### src/rtl/fp_pkg.sv
// ----------------------------------------------------------------------------
// fp_pkg : shared command codes, responses and encodings for the front-panel
//          command sequencer.                                    Rev 1.0
// ----------------------------------------------------------------------------
`default_nettype none

package fp_pkg;

  localparam logic [7:0] CMD_NOP            = 8'h00;
  localparam logic [7:0] CMD_WRITE_LED      = 8'h01;
  localparam logic [7:0] CMD_WRITE_BRIGHT   = 8'h02;
  localparam logic [7:0] CMD_WRITE_MASK     = 8'h03;
  localparam logic [7:0] CMD_WRITE_ALL      = 8'h04;
  localparam logic [7:0] CMD_READ_CHIP_ID   = 8'h06;
  localparam logic [7:0] CMD_READ_VENDOR_ID = 8'h19;
  localparam logic [7:0] CMD_READ_INPUT     = 8'h1F;
  localparam logic [7:0] CMD_READ_STATUS    = 8'h20;
  localparam logic [7:0] CMD_CLEAR_ERR      = 8'h21;

  localparam logic [7:0] ACK        = 8'h01;
  localparam logic [7:0] NAK        = 8'h80;
  localparam logic [7:0] CHIP_ID    = 8'h71;
  localparam logic [7:0] VENDOR_ID  = 8'hAE;
  localparam logic [7:0] BRIGHT_RST = 8'hFF;

  localparam int MAX_PAYLOAD = 3;

  typedef enum logic [1:0] {
    ST_IDLE  = 2'd0,
    ST_DATA  = 2'd1,
    ST_CHECK = 2'd2
  } state_e;

  localparam logic [2:0] TGT_NONE   = 3'd0;
  localparam logic [2:0] TGT_LED    = 3'd1;
  localparam logic [2:0] TGT_BRIGHT = 3'd2;
  localparam logic [2:0] TGT_MASK   = 3'd3;
  localparam logic [2:0] TGT_ALL    = 3'd4;

  localparam logic [1:0] RSP_CONST  = 2'd0;
  localparam logic [1:0] RSP_INPUT  = 2'd1;
  localparam logic [1:0] RSP_STATUS = 2'd2;

endpackage

`default_nettype wire

### src/rtl/fp_cmd_decode.sv
// ----------------------------------------------------------------------------
// fp_cmd_decode : combinational command decoder (length, response, target).
//                                                                 Rev 1.0
// ----------------------------------------------------------------------------
`default_nettype none

module fp_cmd_decode
  import fp_pkg::*;
(
  input  logic [7:0] cmd,
  output logic [1:0] len,
  output logic [7:0] resp,
  output logic [1:0] resp_sel,
  output logic       legal,
  output logic [2:0] target,
  output logic       clr_err
);

  always_comb begin
    len      = 2'd0;
    resp     = ACK;
    resp_sel = RSP_CONST;
    legal    = 1'b1;
    target   = TGT_NONE;
    clr_err  = 1'b0;
    case (cmd)
      CMD_NOP:            ;
      CMD_WRITE_LED:      begin len = 2'd1; target = TGT_LED;    end
      CMD_WRITE_BRIGHT:   begin len = 2'd1; target = TGT_BRIGHT; end
      CMD_WRITE_MASK:     begin len = 2'd1; target = TGT_MASK;   end
      CMD_WRITE_ALL:      begin len = 2'd3; target = TGT_ALL;    end
      CMD_READ_CHIP_ID:   resp     = CHIP_ID;
      CMD_READ_VENDOR_ID: resp     = VENDOR_ID;
      CMD_READ_INPUT:     resp_sel = RSP_INPUT;
      CMD_READ_STATUS:    resp_sel = RSP_STATUS;
      CMD_CLEAR_ERR:      clr_err  = 1'b1;
      default: begin
        resp  = NAK;
        legal = 1'b0;
      end
    endcase
  end

endmodule

`default_nettype wire

### src/rtl/fp_cmd_sequencer.sv
// ----------------------------------------------------------------------------
// fp_cmd_sequencer : SPI frame decoder with checksummed, staged register
//                    commits and next-slot response selection.   Rev 1.0
// ----------------------------------------------------------------------------
`default_nettype none

module fp_cmd_sequencer
  import fp_pkg::*;
(
  input  logic       SCLK,
  input  logic       NRST,
  input  logic       SS,
  input  logic [7:0] RX_BYTE,
  input  logic       RX_VALID,
  input  logic [7:0] INPUTPORT,
  output logic [7:0] TX_BYTE,
  output logic [7:0] LEDPORT,
  output logic [7:0] BRIGHT,
  output logic [7:0] IRQ_MASK,
  output logic       ERR,
  output logic       FRAME_OK
);

  logic [1:0] w_len;
  logic [7:0] w_const_resp;
  logic [1:0] w_resp_sel;
  logic       w_legal;
  logic [2:0] w_target;
  logic       w_clr_err;

  fp_cmd_decode u_decode (
    .cmd      (RX_BYTE),
    .len      (w_len),
    .resp     (w_const_resp),
    .resp_sel (w_resp_sel),
    .legal    (w_legal),
    .target   (w_target),
    .clr_err  (w_clr_err)
  );

  state_e                      r_state, w_state_nxt;
  logic [1:0]                  r_remaining;
  logic [1:0]                  r_idx;
  logic [MAX_PAYLOAD-1:0][7:0] r_stage;
  logic [7:0]                  r_xor;
  logic [2:0]                  r_target;
  logic                        r_last_commit_ok;
  logic                        r_last_abort;
  logic                        r_frame_open;

  logic       w_accept, w_frame_clr;
  logic       w_cmd_accept, w_data_accept, w_chk_accept;
  logic       w_chk_match, w_commit, w_abort_seen;
  logic [7:0] w_cmd_resp;

  assign w_accept    = RX_VALID & ~SS;
  assign w_frame_clr = NRST | SS;
  assign w_chk_match = (r_xor == RX_BYTE);
  assign w_commit    = w_chk_accept & w_chk_match;
  // A frame still open while back in IDLE can only mean SS cut it short.
  assign w_abort_seen = r_last_abort | r_frame_open;

  always_ff @(posedge SCLK or posedge w_frame_clr) begin
    if (w_frame_clr) r_state <= ST_IDLE;
    else             r_state <= w_state_nxt;
  end

  always_comb begin
    w_state_nxt   = r_state;
    w_cmd_accept  = 1'b0;
    w_data_accept = 1'b0;
    w_chk_accept  = 1'b0;
    case (r_state)
      ST_IDLE: if (w_accept) begin
        w_cmd_accept = 1'b1;
        if (w_len != 2'd0) w_state_nxt = ST_DATA;
      end
      ST_DATA: if (w_accept) begin
        w_data_accept = 1'b1;
        if (r_remaining == 2'd1) w_state_nxt = ST_CHECK;
      end
      ST_CHECK: if (w_accept) begin
        w_chk_accept = 1'b1;
        w_state_nxt  = ST_IDLE;
      end
      default: w_state_nxt = ST_IDLE;
    endcase
  end

  always_comb begin
    w_cmd_resp = w_const_resp;
    case (w_resp_sel)
      RSP_INPUT:  w_cmd_resp = INPUTPORT;
      RSP_STATUS: w_cmd_resp = {ERR, 5'b0, r_last_commit_ok, w_abort_seen};
      default:    w_cmd_resp = w_const_resp;
    endcase
  end

  always_ff @(posedge SCLK or posedge w_frame_clr) begin
    if (w_frame_clr) begin
      r_remaining <= 2'd0;
      r_idx       <= 2'd0;
      r_stage     <= '0;
      r_xor       <= 8'h00;
      r_target    <= TGT_NONE;
    end else if (w_cmd_accept) begin
      r_remaining <= w_len;
      r_idx       <= 2'd0;
      r_xor       <= RX_BYTE;
      r_target    <= w_target;
    end else if (w_data_accept) begin
      r_stage[r_idx] <= RX_BYTE;
      r_idx          <= r_idx + 2'd1;
      r_remaining    <= r_remaining - 2'd1;
      r_xor          <= r_xor ^ RX_BYTE;
    end
  end

  always_ff @(posedge SCLK or posedge NRST) begin
    if (NRST) begin
      TX_BYTE          <= 8'h00;
      LEDPORT          <= 8'h00;
      BRIGHT           <= BRIGHT_RST;
      IRQ_MASK         <= 8'h00;
      ERR              <= 1'b0;
      FRAME_OK         <= 1'b0;
      r_last_commit_ok <= 1'b0;
      r_last_abort     <= 1'b0;
      r_frame_open     <= 1'b0;
    end else begin
      FRAME_OK <= w_commit;
      if (SS && r_frame_open) begin
        r_last_abort <= 1'b1;
        r_frame_open <= 1'b0;
      end
      if (w_cmd_accept) begin
        TX_BYTE      <= w_cmd_resp;
        r_last_abort <= 1'b0;
        r_frame_open <= (w_len != 2'd0);
        if (!w_legal)       ERR <= 1'b1;
        else if (w_clr_err) ERR <= 1'b0;
      end
      if (w_data_accept) TX_BYTE <= 8'h00;
      if (w_chk_accept) begin
        r_frame_open     <= 1'b0;
        r_last_commit_ok <= w_chk_match;
        if (w_chk_match) begin
          TX_BYTE <= ACK;
          case (r_target)
            TGT_LED:    LEDPORT  <= r_stage[0];
            TGT_BRIGHT: BRIGHT   <= r_stage[0];
            TGT_MASK:   IRQ_MASK <= r_stage[0];
            TGT_ALL: begin
              LEDPORT  <= r_stage[0];
              BRIGHT   <= r_stage[1];
              IRQ_MASK <= r_stage[2];
            end
            default: ;
          endcase
        end else begin
          TX_BYTE <= NAK;
          ERR     <= 1'b1;
        end
      end
    end
  end

endmodule

`default_nettype wire

### config.mk
export PLATFORM = sky130hd
export DESIGN_NAME = fp_cmd_sequencer
export DESIGN_NICKNAME = d
export VERILOG_FILES = /design/src/rtl/fp_pkg.sv /design/src/rtl/fp_cmd_decode.sv /design/src/rtl/fp_cmd_sequencer.sv
export SDC_FILE = /design/constraint.sdc
export NUM_CORES = 1
export LEC_CHECK = 0
export ABC_AREA = 0
export CORE_MARGIN = 2
export CORE_UTILIZATION = 45
export CTS_CLUSTER_DIAMETER = 30
export DETAILED_ROUTE_END_ITERATION = 16
export PLACE_DENSITY = 0.79
export SYNTH_ARGS = -nofsm -noshare
export SYNTH_HDL_FRONTEND = slang
export SYNTH_SLANG_ARGS = --single-unit
### constraint.sdc
create_clock -name SCLK -period 4.65 [get_ports SCLK]
set_clock_uncertainty 0.05 [all_clocks]
set_input_delay 1.395 -clock SCLK [delete_from_list [all_inputs] [get_ports SCLK]]
set_output_delay 1.395 -clock SCLK [all_outputs]
set_load 0.005 [all_outputs]
# ---- Word-level counts from Yosys, hierarchy flattened
# Index checks and enable logic that the tools add are counted.
dict set report totals {
  ff_bits 78
  elab_cells 114
  mem_bits_rw 0
  romBits 0
  in_bits 20
  mem_count 0
  latchBits 0
  out_inout_bits 34
}
dict set report op_classes {
  reduce_logical 20
  div 0
  mux 42
  bitwise_logic 7
  eq_ne 24
  n_shift 0
  magnitude_cmp 2
  mul 0
  n_addsub 2
}
# operator n
set ops {}
lappend ops {{$mux W8} 7}
lappend ops {{$pmux W8 S2} 3}
lappend ops {{$bwmux W24} 1}
lappend ops {{$pmux W8 S3} 1}
lappend ops {{$mux W2} 9}
lappend ops {{$demux W8 S2} 1}
lappend ops {{$eq A8 B2 Y1 const B} 2}
lappend ops {{$eq A8 B3 Y1 const B} 2}
lappend ops {{$eq A8 B5 Y1 const B} 2}
lappend ops {{$eq A8 B6 Y1 const B} 2}
lappend ops {{$mux W1} 16}
lappend ops {{$pmux W3 S4} 1}
lappend ops {{$ne A2 B2 Y1 const B} 5}
lappend ops {{$reduce_bool A2 Y1} 5}
lappend ops {{$reduce_or A10 Y1} 1}
lappend ops {{$reduce_and A3 Y1} 3}
lappend ops {{$eq A8 B1 Y1 const B} 1}
lappend ops {{$eq A8 B8 Y1} 1}
lappend ops {{$logic_not A8 Y1} 1}
lappend ops {{$pmux W2 S2} 2}
lappend ops {{$reduce_or A8 Y1} 1}
lappend ops {{$xor A8 B8 Y8} 1}
lappend ops {{$eq A2 B1 Y1 const B} 3}
lappend ops {{$eq A3 B2 Y1 const B} 2}
lappend ops {{18 further kinds} 24}

# ---- Longest topological paths before layout
dict set report logic_depth {
  depth_word 7
  mapped_depth 10
  depth_no_buf 8
}

# ---- Cells and area by module
# A second synthesis with hierarchy kept.
dict set report hier_totals {
  hier_cells 375
  hier_area_um2 3923.8
}
# mod cells_each instances area_per_inst_um2 seq_area_each_um2
set modules_own_cells {}
lappend modules_own_cells {fp_cmd_sequencer 336 1 3653.5 1961.9}
lappend modules_own_cells {fp_cmd_decode 39 1 270.3 0.0}

# ---- Least setup slack after synthesis
# OpenSTA, ideal clock, no wires.
dict set report synth_path {
  kind {input-to-reg}
  startpoint {input RX_BYTE[6]}
  endpoint {register TX_BYTE[0]}
  required_time_ps 4469
  slack_ps 1020
  arrival_ps 3449
  setup_time_ps 131
  n_path_buf 2
  cell_stages 9
  path_cell_list {clkbuf_2 > or4b_1 > nor3_1 > inv_1 > ha_1 > clkbuf_1 > inv_1 > o31ai_1 > nand3b_1}
}
dict set report synth_between {
  elab_chain_cells 7
  word_cells_on_any_way 21
  cone_classes {eq/ne (12); mux (7); reduce/logical (2)}
}
# element line_no
set synth_rtl {}
lappend synth_rtl {{start: declaration} fp_cmd_sequencer.sv:13} ;# input logic [7:0] RX_BYTE,
lappend synth_rtl {{$eq A8 B5 Y1 (tied with other cells)} fp_cmd_decode.sv:26} ;# case (cmd)
lappend synth_rtl {{$reduce_or A8 Y1 (no source line) or $pmux W2 S2 (tied branches)} --}
lappend synth_rtl {{$pmux W8 S3 (tied with other cells)} fp_cmd_decode.sv:26}
lappend synth_rtl {{$pmux W8 S2} fp_cmd_sequencer.sv:92} ;# case (w_resp_sel)
lappend synth_rtl {{$mux W8} fp_cmd_sequencer.sv:136} ;# if (w_cmd_accept) begin
lappend synth_rtl {{$mux W8} fp_cmd_sequencer.sv:143} ;# if (w_data_accept) TX_BYTE <= 8'h00;
lappend synth_rtl {{$mux W8 (*)} fp_cmd_sequencer.sv:144} ;# if (w_chk_accept) begin
lappend synth_rtl {{end signal: assignment} fp_cmd_sequencer.sv:137} ;# TX_BYTE <= w_cmd_resp;
lappend synth_rtl {{end: declaration} fp_cmd_sequencer.sv:16} ;# output logic [7:0] TX_BYTE,
# Mark *: on every way between the ends. The rest lies on a longest branch, timed or not. The select of a mux whose other input is x is not followed.
# A chain may end at the register's enable or synchronous reset.

# ---- Final worst setup path
# Same ends and word-level chain as after synthesis.

==> parameters.txt <==
Parameter                              Value

Setup path
  Critical path startpoint category ... input pin
  Chain of cells forming the critical path ... clkdlybuf4s50_1, or4b_1, nor3_1, buf_4, inv_1, ha_1, inv_1, o31ai_1, nand3b_1
  Cell depth of the worst flop-to-flop path ... 3
  First element of the critical path ... RX_BYTE[6]
  Kind of end point of the critical path ... flip-flop
  Total buffers and inverters traversed by the critical path ... 4
  Startpoint of the lowest-slack register-to-register path ... r_state[0]
  Critical path class ... input pin to flip-flop
  FF-to-FF End ... ERR
  Register-to-register setup slack ... 2330 ps
  Worst setup path endpoint ... TX_BYTE[0]
  Critical Path RT ... 4830 ps
  CP max stage delay ... 610 ps
  Crit-path slowest cell ... sky130_fd_sc_hd__or4b_1
  Logic depth of the worst setup path including buffers ... 9
  Data arrival at the endpoint of the critical path ... 3780 ps
  Delay-heaviest family, CP ... simple AND/OR/NAND/NOR gates
  Cell seen most often among critical-path stages ... sky130_fd_sc_hd__inv_1
  Maximum fanout count along the critical path ... 11

Synth
  Share of Yosys cell area claimed by the top area cell type ... 46.3%
  Flip-flop cell with the highest count after synthesis ... sky130_fd_sc_hd__dfrtp_1
  Post-Synthesis Mean Instance Area ... 11.8 sq um
  EDFF count, synth ... 0
  Cells taking the most area after synthesis ... sky130_fd_sc_hd__dfrtp_1, sky130_fd_sc_hd__mux2_2, sky130_fd_sc_hd__dfstp_2
  Share of the synthesized area in compound gates (AO/OA/AOI/OAI) ... 6.78%
  Number of storage elements in the synthesis netlist ... 78
  XOR/XNOR share of the synthesized area ... 4.40%
  Share of synthesized registers carrying an async set or reset ... 100%
  Synthesized area ... 3780 sq um
  Yosys warning total ... 0
  Synth Net Count ... 347
  Post-synthesis simple-gate area fraction ... 12.6%
  Count of distinct cell types in the synthesized netlist ... 51
  Gate Count Post-Synth ... 321
  Sequential element share of the synthesized area ... 51.8%
  Cell type contributing the most total cell area after synthesis ... sky130_fd_sc_hd__dfrtp_1
  Largest family of logic cells by synthesized area ... multiplexers
  Most repeated cell in the gate-level netlist after synthesis ... sky130_fd_sc_hd__dfrtp_1
  Fraction of the mapped netlist area in adder cells ... 1.98%
  Top cells by instance count after synthesis ... sky130_fd_sc_hd__dfrtp_1, sky130_fd_sc_hd__mux2_2, sky130_fd_sc_hd__nand2_1
  Portion of netlist area occupied by mux cells ... 19.0%

Placement
  Instance area at placement ... 4440 sq um
  PortBufs ... 53
  Post-detail-place hpwl ... 5820 um
  Routability Congestion ... 0.788

STA
  Number of endpoints with negative hold slack in the final report ... 0
  Maximum clock frequency ... 278 MHz
  Post-route setup TNS ... 0 ps
  Worst hold margin ... 444 ps
  Total of endpoints with negative setup slack in the final report ... 0
  Crit path time final ... 3590 ps
  Max-slew headroom ... 24.3%
  Part of the cycle the worst path needs ... 77.3%
  Setup repair after global routing missed its margin ... no
  Slew of the pin with the lowest slew margin ... 1130 ps
  Max Transition Viols Final ... 0

Global route
  Antenna violations before repair ... 0
  Overall fraction of global-route tracks in use ... 19.4%
  Remaining global-route overflow ... 0
  Number of global-route vias before repair ... 2577
  Pin count of the biggest net entering global routing ... 42
  First-pass GRT wire length ... 13300 um

Floorplanning
  Die H ... 95.7 um
  Initial Utilization ... 46.3%
  Width of the chip ... 95.7 um
  Area of the die ... 9160 sq um
  Floorplan Core Area ... 8180 sq um
  Count of standard-cell rows ... 33
  Number of I/O pins ... 54

Status
  Outcome ... finished clean

Clock tree
  Post-cts resize count ... 0
  Clock latency on the worst-skew pair ... 350 ps
  Buffers inserted by post-CTS timing repair ... 0
  Number of buffers created by CTS ... 9
  Clk slew on worst S/H paths ... 80 ps
  Clock sink total ... 78
  Hold bufs inserted after CTS ... 0
  Root buffer cell ... sky130_fd_sc_hd__clkbuf_8
  Clock tree from TritonCTS ... built
  Depth of the CTS H-tree ... 3
  Buffer depth of the longest clock path ... 2

Layout
  Final design instance area without fill ... 4640 sq um
  Antenna Diode Count ... 0
  Number of fill cells ... 701
  Share of final-layout standard cells stronger than drive strength 1 ... 29.0%
  Net count, final ... 404
  Synthesis-to-layout area growth ... 22.7%

Route
  Via count ... 2615
  Final routed wire length divided by cell count ... 16.9 um
  Total Wirelength ... 8260 um
  Remaining number of nets flagged by the antenna check after routing ... 0
  Via-to-Cell Ratio ... 5.36
  First-pass detailed-route iteration total ... 4
  Post-route DRC ... 0
  Number of DRC markers after the initial detailed-route iteration ... 197

Power and ir drop
  Pleak ... 2.12 nW
  Power density over cell area ... 345 nW/um^2
  Peak VDD IR ... 0.132 mV

Run
  Number of max-cap violations ... 0

Hold path
  Min-delay worst type ... flip-flop to flip-flop
-- kinds of logic after synthesis --
kind of cell	count (synthesis)
AND/OR/NAND/NOR	88
buffers and inverters	28
adder cells (fa/ha/maj)	6
multiplexers	64
XOR/XNOR	19
AO/OA/AOI/OAI	38
flip-flops	78
-- placed cells by master (no fill, tap or decap), types with 3 or more instances in the layout --
| cell | netlist | routed |
|---|---|---|
| sky130_fd_sc_hd__dfrtp_1 | 70 | 70 |
| sky130_fd_sc_hd__mux2_2 | 64 | 64 |
| sky130_fd_sc_hd__clkdlybuf4s50_1 | 0 | 53 |
| sky130_fd_sc_hd__nand2_1 | 37 | 37 |
| sky130_fd_sc_hd__xor2_1 | 13 | 13 |
| sky130_fd_sc_hd__o21ai_0 | 13 | 13 |
| sky130_fd_sc_hd__nor2_1 | 13 | 12 |
| sky130_fd_sc_hd__inv_1 | 11 | 11 |
| sky130_fd_sc_hd__buf_4 | 1 | 10 |
| sky130_fd_sc_hd__clkbuf_8 | 0 | 9 |
| sky130_fd_sc_hd__dfstp_2 | 8 | 8 |
| sky130_fd_sc_hd__nand3_1 | 8 | 8 |
| sky130_fd_sc_hd__a21oi_1 | 8 | 8 |
| sky130_fd_sc_hd__xnor2_1 | 6 | 6 |
| sky130_fd_sc_hd__ha_1 | 6 | 6 |
| sky130_fd_sc_hd__nor2b_1 | 3 | 3 |
| sky130_fd_sc_hd__nor3_1 | 3 | 3 |
| sky130_fd_sc_hd__o41ai_1 | 3 | 3 |
| sky130_fd_sc_hd__nand2b_1 | 3 | 3 |
-- per-stage QoR --
step	setup WS, ps	instances	power (mW)	util (%)
after floorplan	908	321	0.999	-
after global placement	710	472	1.08	54.4
after detailed placement	693	472	1.09	54.4
after CTS	1080	488	1.61	56.8
after global routing	890	488	1.68	56.8
final	1060	488	1.60	56.8
-- tightest hold or removal path, cell delays in order, from the launching register on --
cell	delay [ps]
sky130_fd_sc_hd__dfrtp_1	360
sky130_fd_sc_hd__nand2_1	50
sky130_fd_sc_hd__o21ai_0	60
-- how the worst min path moves through the flow --
| stage | cells past startpoint | end | start |
|---|---|---|---|
| after detailed placement | 2 | TX_BYTE[1] | TX_BYTE[1] |
| after global placement | 2 | TX_BYTE[1] | TX_BYTE[1] |
| after CTS | 2 | TX_BYTE[1] | TX_BYTE[1] |
| after global routing | 1 | r_stage[11] | r_stage[11] |
| after floorplan | 2 | r_last_abort | r_last_abort |
| final | 2 | TX_BYTE[1] | TX_BYTE[1] |
-- routing by layer --
| metal | GRT usage [%] | up-vias | wire length, um |
|---|---|---|---|
| li1 | - | 1247 | - |
| met1 | 26.5 | 1315 | 3820 |
| met2 | 30.5 | 44 | 4080 |
| met3 | 2.98 | 9 | 226 |
| met4 | 9.52 | 0 | 136 |
| met5 | 0 | - | 0 |
-- area by class of cell --
cell class / count / area [sq um] / area share (%)
tap: 105 / 131 / 2.83
timing repair buffer: 63 / 606 / 13.0
clock buffer: 10 / 128 / 2.75
clock inverter: 6 / 71.3 / 1.54
sequential: 78 / 1960 / 42.3
inverter: 11 / 41.3 / 0.889
multi-input combinational: 215 / 1700 / 36.7
-- flip-flops by register name (all words and copies together) (netlist names) --
register and flops:
r_target 3, BRIGHT 8, r_idx 2, r_state 2
r_stage 24, r_remaining 2, ERR 1, r_xor 8
r_last_abort 1, TX_BYTE 8, r_frame_open 1, IRQ_MASK 8
r_last_commit_ok 1, LEDPORT 8, FRAME_OK 1
-- power by group --
part,switching (mW),internal (mW),total [mW]
logic,0.125,0.142,0.267
clock network,0.263,0.252,0.515
registers,0.0732,0.746,0.820
No activity file was read; power rests on OpenSTA's default activity.
